===== src/rtl/fetch_stage.sv =====
// Instruction fetch stage: owns the PC, issues one outstanding imem request at a time,
// and feeds the IF/ID register (ir, pc_out, valid) through a one-entry skid buffer.
module fetch_stage #(
  parameter logic [31:0] RESET_PC  = 32'h00001000,
  parameter logic [31:0] NOP_INSTR = 32'h00000000
) (
  input  logic        clk,
  input  logic        reset,
  output logic        imem_req,
  output logic [31:0] imem_addr,
  input  logic        imem_ready,
  input  logic [31:0] imem_data,
  input  logic        stall,
  input  logic        redirect,
  input  logic [31:0] redirect_pc,
  output logic [31:0] ir,
  output logic [31:0] pc_out,
  output logic        valid
);

  localparam logic [1:0] FETCH   = 2'd0;
  localparam logic [1:0] SKID    = 2'd1;
  localparam logic [1:0] DISCARD = 2'd2;

  logic [1:0]  state;
  logic [31:0] pc;
  logic [31:0] pc_inc;
  logic [31:0] disc_addr;
  logic [31:0] skid_ir_p1;
  logic [31:0] skid_pc_p1;
  logic        xfer;
  logic        consume;

  // In DISCARD the old request stays on the bus while pc already holds the redirect target.
  assign imem_req  = !reset && (state != SKID);
  assign imem_addr = (state == DISCARD) ? disc_addr : pc;
  assign xfer      = imem_req && imem_ready;
  assign consume   = valid && !stall;
  assign pc_inc    = pc + 32'd4;

  always_ff @(posedge clk) begin
    if (reset) begin
      pc     <= RESET_PC;
      state  <= FETCH;
      valid  <= 1'b0;
      ir     <= NOP_INSTR;
      pc_out <= '0;
    end else if (redirect) begin
      valid <= 1'b0;
      ir    <= NOP_INSTR;
      pc    <= redirect_pc & ~32'd3;
      state <= (state != SKID && !imem_ready) ? DISCARD : FETCH;
    end else begin
      case (state)
        FETCH: begin
          if (xfer) begin
            pc <= pc_inc;
            if (!valid || consume) begin
              ir     <= imem_data;
              pc_out <= pc;
              valid  <= 1'b1;
            end else begin
              state <= SKID;
            end
          end else if (consume) begin
            valid <= 1'b0;
            ir    <= NOP_INSTR;
          end
        end
        SKID: begin
          if (consume) begin
            ir     <= skid_ir_p1;
            pc_out <= skid_pc_p1;
            state  <= FETCH;
          end
        end
        DISCARD: begin
          if (imem_ready) state <= FETCH;
        end
        default: state <= FETCH;
      endcase
    end
  end

  // Datapath-only registers: no reset, only meaningful while the matching state is active.
  always_ff @(posedge clk) begin
    if (!reset && !redirect && state == FETCH && xfer && valid && stall) begin
      skid_ir_p1 <= imem_data;
      skid_pc_p1 <= pc;
    end
    if (!reset && redirect && state == FETCH) begin
      disc_addr <= pc;
    end
  end

endmodule

===== config.mk =====
export PLATFORM = sky130hd
export DESIGN_NAME = fetch_stage
export DESIGN_NICKNAME = d
export VERILOG_FILES = /design/src/rtl/fetch_stage.sv
export SDC_FILE = /design/constraint.sdc
export NUM_CORES = 1
export LEC_CHECK = 0
export ABC_AREA = 1
export CORE_MARGIN = 3
export CORE_UTILIZATION = 52
export CTS_CLUSTER_DIAMETER = 30
export DETAILED_ROUTE_END_ITERATION = 6
export PLACE_DENSITY = 0.81
export SLEW_MARGIN = 20
export SYNTH_ARGS = -nofsm -noshare
export SYNTH_HDL_FRONTEND = slang
export SYNTH_SLANG_ARGS = --single-unit

===== constraint.sdc =====
create_clock -name clk -period 12.2 [get_ports clk]
set_input_delay 2.44 -clock clk [delete_from_list [all_inputs] [get_ports clk]]
set_output_delay 2.44 -clock clk [all_outputs]
set_load 0.01 [all_outputs]

=== Yosys cells after proc, flatten, opt, wreduce, memory -nomap -nowiden ===
Cells that the tools add are included.
W data, S select, Z words.

* Reductions and logical operators: 29
* Multiplexer cells: 23
* Bitwise logic cells: 1
* Equal/unequal tests: 13
* $add $sub $neg: 1

{| class="wikitable"
|+ Operators with widths
! cell !! count
|-
| $mux W32 || 11
|-
| $pmux W32 S2 || 2
|-
| $add A32 B3 Y32 const B || 1
|-
| $ne A3 B3 Y1 const B || 6
|-
| $mux W2 || 6
|-
| $logic_and A1 B1 Y1 || 11
|-
| $reduce_and A4 Y1 || 2
|-
| $reduce_bool A2 Y1 || 4
|-
| $ne A2 B2 Y1 const B || 3
|-
| $pmux W2 S3 || 1
|-
| $logic_not A1 Y1 || 5
|-
| $reduce_and A5 Y1 || 1
|-
| $ne A2 B1 Y1 const B || 2
|-
| $reduce_and A2 Y1 || 2
|-
| $mux W1 || 3
|-
| $reduce_and A3 Y1 || 1
|-
| $eq A2 B1 Y1 const B || 1
|-
| $eq A2 B2 Y1 const B || 1
|-
| $logic_not A2 Y1 || 1
|-
| $reduce_or A2 Y1 || 1
|-
| $logic_or A1 B1 Y1 || 1
|-
| $not A1 Y1 || 1
|}

* Flip-flop bits (word level): 195
* Input port bits: 69

=== Depth between registers and ports, before layout ===
* Depth in word-level cells: 7
* Depth in mapped cells: 11
* Mapped depth without buffers: 11

=== Least setup slack after synthesis ===
Ideal clock, no wire load.

* Path kind: input to register
* Start: input port reset
* End: register skid_ir_p1[0], enable pin
* Stages on the path: 4
* Arrival: 8.727 ns
* Setup time: 0.638 ns
* Setup slack: 2.835 ns
* Data required time: 11.562 ns
* Buffers on the path: 1
* Cells stage by stage: buf_2 inv_2 nand3_2 nor4_1

* Cells in the longest elaborated chain, start to end: 6

{| class="wikitable"
|+ RTL lines
! what !! line !! RTL
|-
| from (decl) || 8 || <nowiki>input logic reset,</nowiki>
|-
| $logic_not A1 Y1 (*) || 35, 87 ||
|-
| $logic_and A1 B1 Y1 (on tied branches) || 87, 35 ||
|-
| $logic_and A1 B1 Y1 (on tied branches) || 87, 37 ||
|-
| $logic_and A1 B1 Y1 (*) (3 in series) || 87 || <nowiki>if (!reset && !redirect && state == FETCH && xfer && valid && stall) begin</nowiki>
|-
| to (signal assigned) || 88 || <nowiki>skid_ir_p1 <= imem_data;</nowiki>
|-
| to (decl) || 29 || <nowiki>logic [31:0] skid_ir_p1;</nowiki>
|}

Mark *: on every way between the ends. The rest lies on a longest branch, timed or not.
A chain may end at the register's enable or synchronous reset.

=== Worst setup path after layout ===
* Start: input port reset
* End: output port imem_req

* Cells in the longest elaborated chain, start to end: 2

{| class="wikitable"
|+ RTL lines
! what !! line !! RTL
|-
| $logic_not A1 Y1 || 35 || <nowiki>assign imem_req = !reset && (state != SKID);</nowiki>
|-
| $logic_and A1 B1 Y1 || 35 ||
|-
| to (decl) || 9 || <nowiki>output logic imem_req,</nowiki>
|}

Every way passes these cells.

==> results.yml <==
clocking:
  cts_tree: "built"
  numCtsBuffers: 17
  cts.sinks: 187
  cts_buffer_depth: 2
  ctsResizeCount: 0
  clock_latency_ps: 430
  hold_buffers: 0
  cts_setup_buffers: 0
  path_clk_slew_ps: 70
  htreeDepth: 4
  cts-root-buf: "clkbuf_16"
floorplan:
  dieArea_um2: 17390
  die_width_um: 131.9
  io_pins: 167
  die_y_um: 131.9
  initial_core_util: 0.5361
  core-area_um2: 15370
  rows: 45
worst_setup_path:
  required_ps: 9760
  cp_common_cell: "clkdlybuf4s50_1"
  critPathLaunch: "reset"
  worstPathArrival_ps: 3870
  crit_fanout: 28
  crit_path_end_kind: "output port"
  reg2reg_from: "state[1]"
  slowest_delay_ps: 490
  cp_slowest_cell: "clkdlybuf4s50_1"
  critPathTopFamily: "buffers and inverters"
  start_kind: "input port"
  path_buf_inv: 3
  crit_chain: "clkdlybuf4s50_1 > buf_4 > nor2_1 > clkdlybuf4s50_1"
  worstSetupPathType: "in2out"
timing:
  fmax_mhz: 158.5
  slew_headroom: 0.3159
  setup_ws_ps: 5892
  rsz0062_at_grt: "no"
  tightest_slew_ps: 1025
  slew_violations: 0
  fin_crit_ps: 6308
  fin_skew_ps: 9.228
  setup_viol: 0
  final-hold-violation-count: 0
  tns_ps: 0
  fin_crit_sh: 0.5171
global_routing:
  grt_usage: 0.2428
  grt_pass1_wl_um: 34080
  grt_overflow: 0
  grt_pass1_vias: 6441
  grt_max_degree: 86
  antenna_found_initial: 0
synth:
  synth_edf_count: 92
  ys_warn_count: 0
  yosysMostFrequentCell: "nand2_1"
  avgSynthCellArea_um2: 8.349
  synthesis.instances: 987
  ys_seq_elements: 187
  seq_area_frac_synth: 0.5660
  synth_top_area_share: 0.3353
  synth_top_area_cell: "edfxtp_1"
  async_reset_ff_frac: 0
  ys_dominant_reg_cell: "dfxtp_1"
  synth_common_cells: "nand2_1 (248), nor2_1 (145), o21ai_0 (104)"
  syn_area_um2: 8240
  ys_top_cells_by_area: "edfxtp_1 (34%), dfxtp_1 (23%), nand2_1 (11%)"
  synth_cell_types: 33
cells_and_area:
  design_area_um2: 10590
  final_util: 0.6886
  n_antenna_cell: 0
  layout-drive-gt1-share: 0.04846
  area_growth_pct: 28.45
  fin_nets: 1192
drt:
  drt.antenna.violating_nets: 0
  dr.pass1.iters: 5
  top_layer_used: "met4"
  wl_per_cell_um: 15.83
  remaining_drc_errors: 0
  first_iter_violations: 508
  wl_met1_um: 9306
  wirelength_um: 21300
  dr_total_vias: 7229
  via_per_inst: 5.371
  wl_met2_um: 9970
  met3WireLength_um: 1636
place:
  port_buffers: 160
  pre_cts_slack_ps: 5882
  placed_area_um2: 9966
  dp.final_hpwl_um: 14560
  gp_congestion: 0.9686
power_and_ir_drop:
  peakVddDrop_mv: 0.09758
  power_density_nw_per_um2: 135.2
  leakagePower_uw: 0.003760
flow_run:
  cap_viol_max_count: 0
min_path:
  min_from: "pc_out[4]"
  hp-class: "reg2reg"
outcome:
  status: "completed"
final timing paths:
check                           cells after the start   endpoint  slack [ps]
worst min-delay path                                2  pc_out[4]         440
worst max register to register                     10     pc[31]        9260
worst min register to register                      2  pc_out[4]         440
worst max-delay path                                4   imem_req        5890
placed cells by master, fill, tap and decap left out, drive strengths merged, types with 6 or more instances in the layout:
cell / count
dfxtp: 95
buf: 9
a22o: 32
inv: 77
clkdlybuf4s50: 160
nand2: 250
a31oi: 9
nor3: 6
nor2: 147
o21ai: 109
nand3: 44
clkbuf: 19
edfxtp: 92
a21oi: 58
report_power, final:
part	leakage (uW)	internal, uW	total (uW)	switching (uW)
Sequential	0.00163	681	702	20.6
Combinational	0.00183	75.3	160	85.2
Clock	0.000303	315	569	254
Total	0.00376	1070	1430	360
tightest hold or removal path, cell delays in order, from the launching register on:
cell,delay (ps)
dfxtp_1,310
inv_1,40
a21oi_1,50
cell families (layout without fill, tap and decap cells):
family | after synthesis | count (layout) | synth area share
adder cells (fa/ha/maj) | 1 | 1 | 0.001518
AO/OA/AOI/OAI | 217 | 217 | 0.1511
flip-flops | 187 | 187 | 0.5660
other | 1 | 4 | 0.0004551
buffers and inverters | 127 | 272 | 0.06180
AND/OR/NAND/NOR | 452 | 452 | 0.2170
XOR/XNOR | 2 | 2 | 0.002126
state kept, by name, summed over array words and instances, names as in the netlist:
name / flops
skid_ir_p1: 32
pc_out: 30
skid_pc_p1: 30
state: 2
ir: 32
pc: 30
disc_addr: 30
valid: 1
per-stage QoR:
step / hold WS [ps] / std cells / power [uW]
3_5_place_dp: 436.4 / 1314 / 874.9
2_1_floorplan: 467.7 / 990 / 791.1
5_1_grt: 461.8 / 1346 / 1481
4_1_cts: 447.2 / 1346 / 1438
6_report: 444.5 / 1346 / 1431
3_3_place_gp: 432.0 / 1314 / 871.6
layout make-up:
class                      instances  area, um^2
sequential                       187        4664
tap                              211       264.0
fill                            1289        4786
timing repair buffer             169        1669
clock inverter                    13       143.9
inverter                          71       266.5
multi-input combinational        676        3102
clock buffer                      19       475.5
layer usage:
metal | vias up | global-route usage
met2 | 301 | 0.3877
met3 | 31 | 0.05115
met1 | 3333 | 0.3352
met4 | 0 | 0.07351
li1 | 3564 | -
met5 | - | 0
Power figures use the tool's default switching activity.
